`config.mk`:
```
export PLATFORM = sky130hd
export DESIGN_NAME = i2c_target_controller_flat
export DESIGN_NICKNAME = d
export VERILOG_FILES = /design/src/rtl/i2c_target_controller_if.sv /design/src/rtl/i2c_target_controller.sv /design/src/flat_wrapper.sv
export SDC_FILE = /design/constraint.sdc
export NUM_CORES = 1
export LEC_CHECK = 0
export CORE_ASPECT_RATIO = 1.75
export CORE_MARGIN = 2
export CORE_UTILIZATION = 47
export CTS_CLUSTER_DIAMETER = 80
export DETAILED_ROUTE_END_ITERATION = 8
export HOLD_SLACK_MARGIN = 0.03
export PLACE_DENSITY = 0.82
export REMOVE_ABC_BUFFERS = 1
export SLEW_MARGIN = 15
export SYNTH_ARGS = -nofsm -noshare
export SYNTH_HDL_FRONTEND = slang
export SYNTH_SLANG_ARGS = --single-unit
```
`constraint.sdc`:
```
create_clock -name clk -period 1.8 [get_ports clk]
set_input_delay 0.36 -clock clk [delete_from_list [all_inputs] [get_ports clk]]
set_output_delay 0.36 -clock clk [all_outputs]
set_load 0.01 [all_outputs]
```
`src/rtl/i2c_target_controller_if.sv`:
```
// Signal bundle between an I2C target endpoint and the logic around it:
// line levels, the open-drain SDA pull-down, read/write data words and
// transaction status pulses, plus the FSM state for observation.
`timescale 1ns/1ps
interface i2c_target_controller_if;
   logic        scl_i;
   logic        sda_i;
   logic        sda_oe;
   logic [31:0] tx_word;
   logic [31:0] rx_word;
   logic [2:0]  rx_count;
   logic        rx_valid;
   logic        done;
   logic        busy;
   logic [2:0]  state_dbg;

   modport master (
      output scl_i, sda_i, tx_word,
      input  sda_oe, rx_word, rx_count, rx_valid, done, busy, state_dbg
   );

   modport slave (
      input  scl_i, sda_i, tx_word,
      output sda_oe, rx_word, rx_count, rx_valid, done, busy, state_dbg
   );
endinterface

```
`src/rtl/i2c_target_controller.sv`:
```
// I2C target endpoint. SCL/SDA are oversampled on clk; START/STOP are
// detected from the synchronised lines. Acknowledges TARGET_ADDR, packs up
// to 4 write bytes into rx_word (first byte -> [7:0]) and serves up to 4
// read bytes from tx_word (byte 0 first, then 8'hFF beyond the 4th).
`timescale 1ns/1ps
module i2c_target_controller #(
   parameter logic [6:0] TARGET_ADDR = 7'h50,
   parameter int         SYNC_STAGES = 2
) (
   input logic                      clk,
   input logic                      nrst,
   i2c_target_controller_if.slave   bus
);

   typedef enum logic [2:0] {
      IDLE, ADDR, ADDR_ACK, WR, WR_ACK, RD, RD_ACK, WAIT_STOP
   } state_t;

   logic [SYNC_STAGES-1:0] scl_sync, sda_sync;
   logic scl_s, sda_s, scl_d, sda_d;
   logic scl_rise, scl_fall, bus_start, bus_stop;
   logic [7:0] new_byte;

   state_t      state, state_n;
   logic [2:0]  bit_cnt, bit_cnt_n;
   logic [6:0]  shreg, shreg_n;
   logic [23:0] tx_buf, tx_buf_n;
   logic        rw, rw_n;
   logic        ack_ok, ack_ok_n;
   logic        wr_open, wr_open_n;
   logic        rd_open, rd_open_n;
   logic        sda_oe_q, sda_oe_n;
   logic        busy_q, busy_n;
   logic [31:0] rx_word_q, rx_word_n;
   logic [2:0]  rx_count_q, rx_count_n;
   logic        rx_valid_q, rx_valid_n;
   logic        done_q, done_n;

   // Line synchronisers and edge-detect register, preset to the idle bus level
   always_ff @(posedge clk or negedge nrst) begin
      if (!nrst) begin
         scl_sync <= '1;
         sda_sync <= '1;
         scl_d    <= 1'b1;
         sda_d    <= 1'b1;
      end else begin
         scl_sync <= {scl_sync[SYNC_STAGES-2:0], bus.scl_i};
         sda_sync <= {sda_sync[SYNC_STAGES-2:0], bus.sda_i};
         scl_d    <= scl_sync[SYNC_STAGES-1];
         sda_d    <= sda_sync[SYNC_STAGES-1];
      end
   end

   assign scl_s     = scl_sync[SYNC_STAGES-1];
   assign sda_s     = sda_sync[SYNC_STAGES-1];
   assign scl_rise  = scl_s & ~scl_d;
   assign scl_fall  = ~scl_s & scl_d;
   assign bus_start = scl_s & scl_d & sda_d & ~sda_s;
   assign bus_stop  = scl_s & scl_d & ~sda_d & sda_s;
   assign new_byte  = {shreg, sda_s};

   // State and datapath registers
   always_ff @(posedge clk or negedge nrst) begin
      if (!nrst) begin
         state      <= IDLE;
         bit_cnt    <= '0;
         shreg      <= '0;
         tx_buf     <= '0;
         rw         <= 1'b0;
         ack_ok     <= 1'b0;
         wr_open    <= 1'b0;
         rd_open    <= 1'b0;
         sda_oe_q   <= 1'b0;
         busy_q     <= 1'b0;
         rx_word_q  <= '0;
         rx_count_q <= '0;
         rx_valid_q <= 1'b0;
         done_q     <= 1'b0;
      end else begin
         state      <= state_n;
         bit_cnt    <= bit_cnt_n;
         shreg      <= shreg_n;
         tx_buf     <= tx_buf_n;
         rw         <= rw_n;
         ack_ok     <= ack_ok_n;
         wr_open    <= wr_open_n;
         rd_open    <= rd_open_n;
         sda_oe_q   <= sda_oe_n;
         busy_q     <= busy_n;
         rx_word_q  <= rx_word_n;
         rx_count_q <= rx_count_n;
         rx_valid_q <= rx_valid_n;
         done_q     <= done_n;
      end
   end

   // Next-state logic; bus START/STOP override any bit activity.
   // The ACK states use sda_oe itself to tell the fall that begins the
   // ACK bit from the fall that ends it.
   always_comb begin
      state_n    = state;
      bit_cnt_n  = bit_cnt;
      shreg_n    = shreg;
      tx_buf_n   = tx_buf;
      rw_n       = rw;
      ack_ok_n   = ack_ok;
      wr_open_n  = wr_open;
      rd_open_n  = rd_open;
      sda_oe_n   = sda_oe_q;
      busy_n     = busy_q;
      rx_word_n  = rx_word_q;
      rx_count_n = rx_count_q;
      rx_valid_n = 1'b0;
      done_n     = 1'b0;

      if (bus_stop) begin
         state_n    = IDLE;
         sda_oe_n   = 1'b0;
         busy_n     = 1'b0;
         rx_valid_n = wr_open && (rx_count_q != 3'd0);
         done_n     = rd_open;
         wr_open_n  = 1'b0;
         rd_open_n  = 1'b0;
      end else if (bus_start) begin
         state_n    = ADDR;
         bit_cnt_n  = '0;
         sda_oe_n   = 1'b0;
         ack_ok_n   = 1'b0;
         rx_valid_n = wr_open && (rx_count_q != 3'd0);
         done_n     = rd_open;
         wr_open_n  = 1'b0;
         rd_open_n  = 1'b0;
      end else begin
         case (state)
            IDLE: ;
            ADDR: begin
               if (scl_rise) begin
                  shreg_n   = new_byte[6:0];
                  bit_cnt_n = bit_cnt + 3'd1;
                  if (bit_cnt == 3'd7) begin
                     rw_n = sda_s;
                     if (new_byte[7:1] == TARGET_ADDR && new_byte[7:1] != 7'd0) begin
                        state_n = ADDR_ACK;
                        busy_n  = 1'b1;
                        if (!sda_s) begin
                           rx_count_n = '0;
                           wr_open_n  = 1'b1;
                        end else begin
                           rd_open_n  = 1'b1;
                        end
                     end else begin
                        state_n  = WAIT_STOP;
                        sda_oe_n = 1'b0;
                     end
                  end
               end
            end
            ADDR_ACK: begin
               if (scl_fall) begin
                  if (!sda_oe_q) begin
                     sda_oe_n = 1'b1;
                  end else if (!rw) begin
                     state_n   = WR;
                     sda_oe_n  = 1'b0;
                     bit_cnt_n = '0;
                  end else begin
                     state_n   = RD;
                     tx_buf_n  = bus.tx_word[31:8];
                     shreg_n   = bus.tx_word[6:0];
                     sda_oe_n  = ~bus.tx_word[7];
                     bit_cnt_n = '0;
                  end
               end
            end
            WR: begin
               if (scl_rise) begin
                  shreg_n   = new_byte[6:0];
                  bit_cnt_n = bit_cnt + 3'd1;
                  if (bit_cnt == 3'd7) begin
                     if (!rx_count_q[2]) begin
                        rx_word_n[{rx_count_q[1:0], 3'b000} +: 8] = new_byte;
                        rx_count_n = rx_count_q + 3'd1;
                        state_n    = WR_ACK;
                     end else begin
                        state_n = WAIT_STOP;
                     end
                  end
               end
            end
            WR_ACK: begin
               if (scl_fall) begin
                  if (!sda_oe_q) begin
                     sda_oe_n = 1'b1;
                  end else begin
                     sda_oe_n  = 1'b0;
                     state_n   = WR;
                     bit_cnt_n = '0;
                  end
               end
            end
            RD: begin
               if (scl_fall) begin
                  if (bit_cnt == 3'd7) begin
                     sda_oe_n = 1'b0;
                     state_n  = RD_ACK;
                     ack_ok_n = 1'b0;
                  end else begin
                     sda_oe_n  = ~shreg[6];
                     shreg_n   = {shreg[5:0], 1'b1};
                     bit_cnt_n = bit_cnt + 3'd1;
                  end
               end
            end
            RD_ACK: begin
               if (scl_rise) begin
                  if (sda_s) state_n = WAIT_STOP;
                  else       ack_ok_n = 1'b1;
               end else if (scl_fall && ack_ok) begin
                  state_n   = RD;
                  tx_buf_n  = {8'hFF, tx_buf[23:8]};
                  shreg_n   = tx_buf[6:0];
                  sda_oe_n  = ~tx_buf[7];
                  bit_cnt_n = '0;
                  ack_ok_n  = 1'b0;
               end
            end
            WAIT_STOP: sda_oe_n = 1'b0;
            default:   state_n  = IDLE;
         endcase
      end
   end

   assign bus.sda_oe    = sda_oe_q;
   assign bus.rx_word   = rx_word_q;
   assign bus.rx_count  = rx_count_q;
   assign bus.rx_valid  = rx_valid_q;
   assign bus.done      = done_q;
   assign bus.busy      = busy_q;
   assign bus.state_dbg = state;

endmodule
```
`src/flat_wrapper.sv`:
```
// flat-port wrapper written by rule: the top's interface ports become plain ports
module i2c_target_controller_flat 
#(
   parameter logic [6:0] TARGET_ADDR = 7'h50,
   parameter int         SYNC_STAGES = 2
)
  (clk, nrst, bus_scl_i, bus_sda_i, bus_tx_word, bus_sda_oe, bus_rx_word, bus_rx_count, bus_rx_valid, bus_done, bus_busy, bus_state_dbg);
  i2c_target_controller_if bus_i ();
  input logic clk;
  input logic nrst;
  input wire logic [$bits(bus_i.scl_i)-1:0] bus_scl_i;
  input wire logic [$bits(bus_i.sda_i)-1:0] bus_sda_i;
  input wire logic [$bits(bus_i.tx_word)-1:0] bus_tx_word;
  output wire logic [$bits(bus_i.sda_oe)-1:0] bus_sda_oe;
  output wire logic [$bits(bus_i.rx_word)-1:0] bus_rx_word;
  output wire logic [$bits(bus_i.rx_count)-1:0] bus_rx_count;
  output wire logic [$bits(bus_i.rx_valid)-1:0] bus_rx_valid;
  output wire logic [$bits(bus_i.done)-1:0] bus_done;
  output wire logic [$bits(bus_i.busy)-1:0] bus_busy;
  output wire logic [$bits(bus_i.state_dbg)-1:0] bus_state_dbg;
  assign bus_i.scl_i = bus_scl_i;
  assign bus_i.sda_i = bus_sda_i;
  assign bus_i.tx_word = bus_tx_word;
  assign bus_sda_oe = bus_i.sda_oe;
  assign bus_rx_word = bus_i.rx_word;
  assign bus_rx_count = bus_i.rx_count;
  assign bus_rx_valid = bus_i.rx_valid;
  assign bus_done = bus_i.done;
  assign bus_busy = bus_i.busy;
  assign bus_state_dbg = bus_i.state_dbg;
  i2c_target_controller #(.TARGET_ADDR(TARGET_ADDR), .SYNC_STAGES(SYNC_STAGES)) u_core (.clk(clk), .nrst(nrst), .bus(bus_i));
endmodule
```
Word level (Yosys, flattened, before mapping)
Cells that the tools add are included.
{ "word_totals": {"register_bits": 86, "latch_bits": 0, "mem_bits_rw": 0, "mem_bits_ro": 0, "out_inout_bits": 42, "wordCells": 225, "memories": 0} }
{ "classes": {"n_addsub": 3, "n_mul": 0, "div": 0, "n_lt_le_gt_ge": 0, "n_eq_ne": 51, "shifts": 2, "muxes": 97, "bitwise_logic": 17, "reduce_logical": 36} }
{ "op_table": {"columns": ["operator", "n"], "rows": [
  ["two-way mux 24 bit", 5],
  ["two-way mux 3 bit", 32],
  ["two-way mux 7 bit", 8],
  ["inequality test 4 x 1 -> 1 bit, second input constant", 12],
  ["case mux 24 bit (2 select lines)", 1],
  ["two-way mux 1 bit", 43],
  ["bitwise mux 32 bit", 1],
  ["variable shift 8 x 7 -> 32 bit, first input constant", 1],
  ["variable part select 8 x 7 -> 32 bit", 1],
  ["case mux 7 bit (4 select lines)", 1],
  ["AND reduction 9 bit", 3],
  ["inequality test 2 x 1 -> 1 bit, second input constant", 11],
  ["nonzero test 3 bit", 7],
  ["AND reduction 5 bit", 4],
  ["inequality test 3 x 1 -> 1 bit, second input constant", 6],
  ["case mux 3 bit (6 select lines)", 1],
  ["nonzero test 8 bit", 2],
  ["equality test 3 bit, second input constant", 5],
  ["AND reduction 13 bit", 1],
  ["case mux 3 bit (4 select lines)", 1],
  ["AND reduction 6 bit", 2],
  ["nonzero test 2 bit", 6],
  ["AND reduction 11 bit", 1],
  ["inequality test 2 bit, second input constant", 5],
  ["24 further kinds", 46]
]} }

Logic depth before layout (Yosys ltp)
Gate-level depths: netlist of the first run.
{ "depth": {"depth_word": 8, "mapped_depth": 8, "mapped_depth_nobuf": 7} }

Worst setup path before layout of the first run
OpenSTA, ideal clock, no wires.
{ "synth_path": {"path_type": "register -> register", "start": "register u_core.scl_sync[1]", "end": "register u_core.shreg[0]", "setup_time_ns": 0.125, "arrival_time_ns": 1.783, "path_slack_ns": -0.108, "path_stages_with_launch": 7, "period_less_slack_ns": 1.908, "cell_sequence": "dfstp_2 buf_2 and3b_1 nor3_1 nor3_2 o211ai_2 mux2_2"} }
{ "synth_between": {"elab_chain_cells": 5, "elab_cells_between_ends": 17, "cone_classes": "eq/ne: 5; bitwise: 10; reduce/logical: 2"} }
{ "synth_lines": {"columns": ["item", "line_no", "rtl"], "rows": [
  ["from (decl)", "i2c_target_controller.sv:19", "logic [SYNC_STAGES-1:0] scl_sync, sda_sync;"],
  ["from (signal assigned)", "i2c_target_controller.sv:47", "scl_sync <= {scl_sync[SYNC_STAGES-2:0], bus.scl_i};"],
  ["AND 1 bit or inverter 1 bit (tied branches)", "i2c_target_controller.sv:58, i2c_target_controller.sv:59, i2c_target_controller.sv:57", null],
  ["AND 1 bit (on tied branches)", "i2c_target_controller.sv:58, i2c_target_controller.sv:57, i2c_target_controller.sv:59", null],
  ["AND 1 bit, or another cell as far along", "i2c_target_controller.sv:58", "assign bus_start = scl_s & scl_d & sda_d & ~sda_s;"],
  ["inverter 1 bit (no source line) or inequality test 2 x 1 -> 1 bit (tied branches)", null, null],
  ["AND reduction 11 bit (no source line) (*)", null, null],
  ["to (signal assigned)", "i2c_target_controller.sv:82", "shreg <= shreg_n;"],
  ["to (decl)", "i2c_target_controller.sv:26", "logic [6:0] shreg, shreg_n;"]
]} }
Every way passes the cells marked *; elsewhere a longest branch is shown, timed or not.
A chain may end at the register's enable or synchronous reset.

Worst setup path in the final report of the first run
{ "layout_path": {"start": "register u_core.scl_d", "end": "register u_core.bit_cnt[1]"} }
{ "layout_between": {"elab_chain_cells": 5, "elab_cells_between_ends": 20, "cone_classes": "eq/ne: 7; mux: 1; bitwise: 9; reduce/logical: 3"} }
{ "layout_lines": {"columns": ["item", "line_no", "rtl"], "rows": [
  ["from (decl)", "i2c_target_controller.sv:20", "logic scl_s, sda_s, scl_d, sda_d;"],
  ["from (signal assigned)", "i2c_target_controller.sv:49", "scl_d <= scl_sync[SYNC_STAGES-1];"],
  ["AND 1 bit", "i2c_target_controller.sv:58, i2c_target_controller.sv:59", null],
  ["AND 1 bit (on tied branches) (2 in series)", "i2c_target_controller.sv:58, i2c_target_controller.sv:59", null],
  ["inequality test 3 bit (no source line), or another cell as far along", null, null],
  ["AND reduction 9 bit (no source line)", null, null],
  ["to (signal assigned)", "i2c_target_controller.sv:81", "bit_cnt <= bit_cnt_n;"],
  ["to (decl)", "i2c_target_controller.sv:25", "logic [2:0] bit_cnt, bit_cnt_n;"]
]} }
Several ways; a longest one is shown, not always the timed one.

==> impl_metrics.csv, run 1 <==
group,metric,value,unit
clocking,max-clock-path-buffers,2,
synthesis,synth.avg_cell_area,8.89,sq um
clocking,clk_transition_reported_paths,0.06,ns
sta,fmax,0.533,GHz
synthesis,synth_enable_flop_cells,0,
route,remaining_drc_errors,0,
sta,final_hold_violations,0,
grt,grt_first_pass_wirelength,20900,um
sta,number_of_setup_violations_in_the_final_report,51,
sta,final_period_minus_worst_setup_slack,1.88,ns
floorplan,ioPinCount,78,
synthesis,seq_area_frac_synth,49.9,%
status,outcome,"finished with violations",
grt,globalRouteOverflowTotal,0,
power_and_ir_drop,switching_share,36.4,%
floorplan,core-area,9040,sq um
critical_path,crit_type,"reg -> reg",
route,dr.pass1.iters,4,
clocking,cts.sinks,86,
floorplan,die_height,131,um
finish,n_antenna_cell,0,
critical_path,critical_path.startpoint_type,"flip-flop",
floorplan,floorplan.rows,46,
placement,post-place-ws,-0.261,ns
synthesis,ys_async_sr_fraction,100,%
power_and_ir_drop,internal_power,5.56,mW
power_and_ir_drop,p_comb_share,45.6,%
power_and_ir_drop,clkPwrFrac,23.0,%
synthesis,syn_area,4330,sq um
route,via_count,4114,
critical_path,critPathMaxFanout,5,
route,wire_per_inst,17.7,um
sta,timing.clock.skew,0.00579,ns
critical_path,cp_data_arrival_time,2.15,ns
min_path,hold_path.class,"reg -> reg",
critical_path,cp.required,2.07,ns
synthesis,synthesis.yosys.warnings,0,
clocking,cts_inserted_buffers,9,
sta,rsz0062_at_grt,"true",
sta,slew-limit-headroom,76.3,%
finish,area_delta_synth_final,50.3,%
grt,use_met2,53.8,%
power_and_ir_drop,switching_power,3.18,mW
grt,global_route.peak_usage_layer,"met2",
placement,place_congestion,0.909,
sta,finalHoldWorstSlack,0.364,ns
placement,placement.io_buffers,77,
synthesis,synth_ff_type,"dfrtp_1",
grt,grt_usage,26.9,%
grt,global_route.usage.met3,3.37,%
finish,drive_above_1_share,27.4,%
status,failing_checks,"negative setup slack",
sta,maxSlewViolCount,0,
floorplan,floorplan.die_area,10000,sq um
clocking,clk_latency,0.34,ns
grt,global_route.usage.met1,26.8,%
power_and_ir_drop,vdd.ir_drop.worst,799,uV
route,avgViaCountPerCell,5.43,
route,drt.antenna.violating_nets,0,
grt,grt_antenna_before_repair,0,
floorplan,initial_core_utilization,47.9,%
critical_path,critPathCaptureType,"flip-flop",
route,routed_wire_length,13400,um
sta,finalCritPeriodShare,104,%
synthesis,synth-seq-cells,86,
finish,finish.net_count,679,
floorplan,dieWidth,76.5,um
power_and_ir_drop,power_per_cell_area,1340,nW/um^2
clocking,clock_tree.htree_level_count,3,
sta,setup_total_negative_slack,-1.67,ns
power_and_ir_drop,pwr-share-seq,31.4,%
synthesis,post_synthesis_cells,487,
route,drt_first_iter_violations,267,
grt,first_global_vias,4335,
clocking,cts_root_buf,"clkbuf_16",
grt,grt_max_degree,50,
placement,place_hpwl,9230,um
power_and_ir_drop,total_leakage_power,2.82,nW
sta,timing.final.ws_setup,-0.0771,ns
sta,worst_pin_slew,0.356,ns
job,cap_viol_max_count,0,
synthesis,netlist-cell-type-count,58,
clocking,cts_tree,"yes",
## cells by family after synthesis
kind of cell	Yosys count	share of synthesized area [%]
DFF	86	49.9
buffers and inverters	35	3.99
AOI/OAI and AO/OA	108	15.8
adders and majority gates	9	2.54
and+or+nand+nor	238	25.0
muxes	11	2.80
## power by group through the flow
stage	clock network (mW)	logic, mW	registers (mW)
after floorplan	0	1.73	2.84
after global placement	0	3.34	2.71
after detailed placement	0	3.44	2.73
after CTS	2.01	3.69	2.71
after global routing	2.10	4.34	2.78
final	2.01	3.99	2.75
## area by class of cell
class | instances | area, sq um
Fill cell | 658 | 2530
Multi-Input combinational cell | 367 | 2260
Sequential cell | 86 | 2160
Timing Repair Buffer | 162 | 1580
Clock buffer | 11 | 253
Tap cell | 120 | 150
Clock inverter | 3 | 68.8
Inverter | 9 | 33.8
## Yosys cell counts (all sizes together) (2+ instances only)
| cell | instances | area (sq um) |
|---|---|---|
| a211o | 2 | 18.8 |
| a211oi | 2 | 15.0 |
| a21oi | 22 | 125 |
| a31oi | 25 | 156 |
| and2 | 2 | 12.5 |
| and3 | 7 | 43.8 |
| and3b | 2 | 17.5 |
| buf | 19 | 113 |
| clkbuf | 7 | 26.3 |
| dfrtp | 80 | 2000 |
| dfstp | 6 | 158 |
| ha | 8 | 100 |
| inv | 9 | 33.8 |
| mux2 | 9 | 101 |
| mux2i | 2 | 20.0 |
| nand2 | 138 | 518 |
| nand2b | 7 | 43.8 |
| nand3 | 3 | 27.5 |
| nor2 | 53 | 199 |
| nor2b | 2 | 15.0 |
| nor3 | 10 | 60.1 |
| nor3b | 4 | 30.0 |
| nor4 | 2 | 27.5 |
| o211ai | 4 | 40.0 |
| o21a | 2 | 15.0 |
| o21ai | 38 | 190 |
| o22ai | 2 | 12.5 |
| or3b | 2 | 17.5 |
## registers in the layout (all words and copies together) (netlist names)
name and cells:
u_core.bus.busy 1, u_core.bus.rx_valid 1, u_core.wr_open 1, u_core.sda_d 1
u_core.scl_sync 2, u_core.rd_open 1, u_core.scl_d 1, u_core.shreg 7
u_core.bus.rx_count 3, u_core.bus.rx_word 32, u_core.bit_cnt 3, u_core.bus.done 1
u_core.tx_buf 24, u_core.bus.state_dbg 3, u_core.bus.sda_oe 1, u_core.ack_ok 1
u_core.sda_sync 2, u_core.rw 1
## worst max-delay path, stage by stage, from the launching register on
cell and delay [ns]:
dfstp_2 0.57, buf_4 0.14, and4bb_2 0.27, a211o_4 0.17
o211ai_4 0.10, or3b_4 0.41, a21oi_2 0.15
## metrics by stage
step | cells | power (mW) | instance area (sq um) | utilization, %
6_report | 758 | 8.75 | 6510 | 72.0
5_1_grt | 758 | 9.23 | 6510 | 72.0
4_1_cts | 749 | 8.41 | 6220 | 68.8
3_5_place_dp | 722 | 6.18 | 5690 | 62.9
3_3_place_gp | 722 | 6.05 | 5690 | 62.9
2_1_floorplan | 461 | 4.58 | 4190 | -
## placed cells by master, fill, tap and decap left out, types with 3 or more instances in the layout
cell and count:
o21ai_2 4, nand2b_1 4, nor3_2 5, inv_1 9
a31oi_1 24, nor3b_1 3, buf_4 71, ha_1 6
and3_1 7, clkdlybuf4s50_1 73, nor3_1 4, nand2_4 4
nor2_1 48, clkbuf_16 12, dfstp_2 6, nand2_1 125
buf_12 7, dfrtp_1 77, nand2_2 9, nor2_2 4
nand2b_4 3, mux2_2 9, o21ai_0 12, o21ai_1 22
a21oi_1 18, dfrtp_2 3, buf_6 3
## metal layers
metal	wire length, um	vias to the layer above
met4	574	0
met5	0	-
met2	7790	115
li1	-	1969
met3	312	32
met1	4700	1998
## final timing paths
kind	start	to	slack [ns]	cells after the start
min in group asynchronous	nrst	u_core.bus.rx_word[24]	0.42	2
max	u_core.scl_d	u_core.bit_cnt[1]	-0.08	6
min reg2reg	u_core.sda_sync[0]	u_core.sda_sync[1]	0.36	0
max reg2reg	u_core.scl_d	u_core.bit_cnt[1]	-0.08	6
min	u_core.sda_sync[0]	u_core.sda_sync[1]	0.36	0
max in group asynchronous	nrst	u_core.scl_sync[1]	0.78	3
## repair_timing
item	4_1_cts	5_1_grt
endpoints found under the setup margin	73	79
cloned	1	4
resized for setup	29	68
hold endpoints to repair	16	0
pin swaps	6	16
hold buffers	1	0
setup buffers	11	7
Power figures use the tool's default switching activity.
==> run 2: changes to the inputs <==
--- a/config.mk
+++ b/config.mk
@@ -5,6 +5,7 @@
 export SDC_FILE = /design/constraint.sdc
 export NUM_CORES = 1
 export LEC_CHECK = 0
+export CAP_MARGIN = 30
 export CORE_ASPECT_RATIO = 1.75
 export CORE_MARGIN = 2
 export CORE_UTILIZATION = 47
==> results of run 2 <==
Same layout as run 1: the final DEF is identical, and so are final timing and power.
==> run 3: changes to the inputs <==
--- a/config.mk
+++ b/config.mk
@@ -11,6 +11,7 @@
 export CORE_UTILIZATION = 47
 export CTS_CLUSTER_DIAMETER = 80
 export DETAILED_ROUTE_END_ITERATION = 8
+export GPL_ROUTABILITY_DRIVEN = 0
 export HOLD_SLACK_MARGIN = 0.03
 export PLACE_DENSITY = 0.82
 export REMOVE_ABC_BUFFERS = 1
==> impl_metrics.csv, run 3 (synthesized netlist as in run 1, its figures left out) <==
group,metric,value,unit
floorplan,dieWidth,76.5,um
sta,rsz0062_at_grt,"true",
sta,final_period_minus_worst_setup_slack,1.91,ns
floorplan,ioPinCount,78,
route,remaining_drc_errors,0,
clocking,cts_tree,"yes",
floorplan,initial_core_utilization,47.9,%
finish,area_delta_synth_final,48.9,%
sta,number_of_setup_violations_in_the_final_report,30,
power_and_ir_drop,switching_share,37.5,%
job,cap_viol_max_count,0,
grt,grt_max_degree,87,
critical_path,cp.required,2.02,ns
power_and_ir_drop,power.total,8.92,mW
route,drt.antenna.violating_nets,0,
critical_path,critPathMaxFanout,7,
route,avgViaCountPerCell,5.72,
grt,grt_usage,24.9,%
clocking,clock_tree.htree_level_count,3,
critical_path,critPathCaptureType,"flip-flop",
status,outcome,"finished with violations",
finish,fillCellCount,609,
power_and_ir_drop,p_comb_share,48.2,%
finish,drive_above_1_share,26.8,%
power_and_ir_drop,pwr-share-seq,31.0,%
power_and_ir_drop,vdd.ir_drop.worst,904,uV
finish,most-common-layout-cells,"nand2_1, dfrtp_1, clkdlybuf4s50_1, buf_4, nor2_1",
critical_path,crit-reg2reg-launch,"u_core.scl_sync[1]",
route,via_count,4241,
sta,slew-limit-headroom,69.4,%
floorplan,die_height,131,um
grt,grt_first_pass_wirelength,19500,um
clocking,clk_transition_reported_paths,0.06,ns
status,failing_checks,"negative setup slack",
clocking,hold_buffers,0,
placement,placement.io_buffers,77,
finish,layout.core_utilization,71.3,%
sta,worst_pin_slew,0.458,ns
sta,timing.clock.skew,0.00652,ns
grt,grt_antenna_before_repair,0,
sta,finalCritPeriodShare,106,%
floorplan,floorplan.die_area,10000,sq um
finish,largest_register_ff_count,32,
sta,maxSlewViolCount,0,
finish,n_antenna_cell,0,
clocking,max-clock-path-buffers,2,
power_and_ir_drop,power_per_cell_area,1380,nW/um^2
power_and_ir_drop,clkPwrFrac,20.8,%
route,wire_per_inst,18.3,um
clocking,cts_root_buf,"clkbuf_16",
power_and_ir_drop,switching_power,3.35,mW
floorplan,floorplan.rows,46,
sta,final_hold_violations,0,
clocking,cts_inserted_buffers,9,
grt,globalRouteOverflowTotal,0,
finish,most_common_library_cell_in_the_layout_ignoring_fill_and_taps,"nand2_1",
critical_path,critical_path.startpoint_type,"flip-flop",
route,routed_wire_length,13600,um
route,drt_first_iter_violations,338,
grt,first_global_vias,4055,
clocking,cts.sinks,86,
power_and_ir_drop,total_leakage_power,2.74,nW
min_path,hold_path.class,"in -> async",
critical_path,crit_start,"u_core.scl_sync[1]",
power_and_ir_drop,internal_power,5.57,mW
sta,timing.final.ws_setup,-0.107,ns
finish,finish.net_count,661,
floorplan,core-area,9040,sq um
placement,place_hpwl,8000,um
route,dr.pass1.iters,5,
critical_path,crit_type,"reg -> reg",
critical_path,cp_data_arrival_time,2.13,ns
clocking,clk_latency,0.34,ns
sta,fmax,0.524,GHz
finish,multi_input_area,2360,sq um
finish,ff_latch_area,2160,sq um
run 3: changes by cell type in the layout (fill, tap and decap cells not counted), sizes merged:
| cell | change |
|---|---|
| clkinvlp | +1 |
| dlygate4sd3 | -1 |
| clkdlybuf4s50 | -1 |
| dlymetal6s2s | +1 |
| bufinv | -1 |
| clkinv | +1 |
| buf | -15 |
| inv | -1 |
run 3: final timing paths:
path / slack, ns / cells past startpoint / endpoint
min in group clk: 0.36 / 0 / u_core.scl_sync[1]
worst min register to register: 0.36 / 0 / u_core.scl_sync[1]
worst max register to register: -0.11 / 6 / u_core.shreg[5]
worst min-delay path: 0.04 / 2 / u_core.bus.rx_valid
max in group asynchronous: 1.40 / 2 / u_core.tx_buf[7]
worst max-delay path: -0.11 / 6 / u_core.shreg[5]
run 3: layout make-up:
cell class,instances,share of cell area (%)
tap,120,2.33
timing repair buffer,144,22.3
multi-input combinational,367,36.7
inverter,9,0.582
sequential,86,33.6
clock inverter,3,0.679
clock buffer,13,3.88
run 3: worst max-delay path, cell delays in order, from the launching register on:
cell	delay, ns
dfstp_2	0.56
and3b_2	0.24
nor3_4	0.24
buf_4	0.17
nor3_2	0.05
o211ai_4	0.18
mux2_4	0.34
run 3: layer usage:
layer | track usage (%) | part of all wire, %
met4 | 16.4 | 5.5
met1 | 25.7 | 35
met2 | 46.6 | 55
met5 | 0 | 0
met3 | 4.12 | 4.8
run 3: stage by stage:
stage	cells	area (sq um)	setup WS, ns	hold slack, ns	TNS [ns]
after floorplan	461	4190	-1.21	0.0644	-37.27
after global placement	700	5470	-0.158	0.345	-4.84
after detailed placement	700	5470	-0.254	0.347	-7.76
after CTS	731	6100	-0.0456	0.0670	-0.521
after global routing	742	6450	-0.175	0.0848	-5.77
final	742	6450	-0.107	0.0424	-1.61
run 3: timing repair:
item,4_1_cts,5_1_grt
pin swaps,7,13
cloned,4,2
setup endpoints to repair,72,74
gates resized for setup,43,64
buffers inserted,11,10
endpoints found under the hold margin,0,0
run 3: power groups by stage:
| stage | logic (mW) | clock network [mW] | registers, mW |
|---|---|---|---|
| after floorplan | 1.73 | 0 | 2.84 |
| after global placement | 3.08 | 0 | 2.70 |
| after detailed placement | 3.20 | 0 | 2.72 |
| after CTS | 3.71 | 1.86 | 2.69 |
| after global routing | 4.57 | 1.95 | 2.80 |
| final | 4.30 | 1.86 | 2.77 |
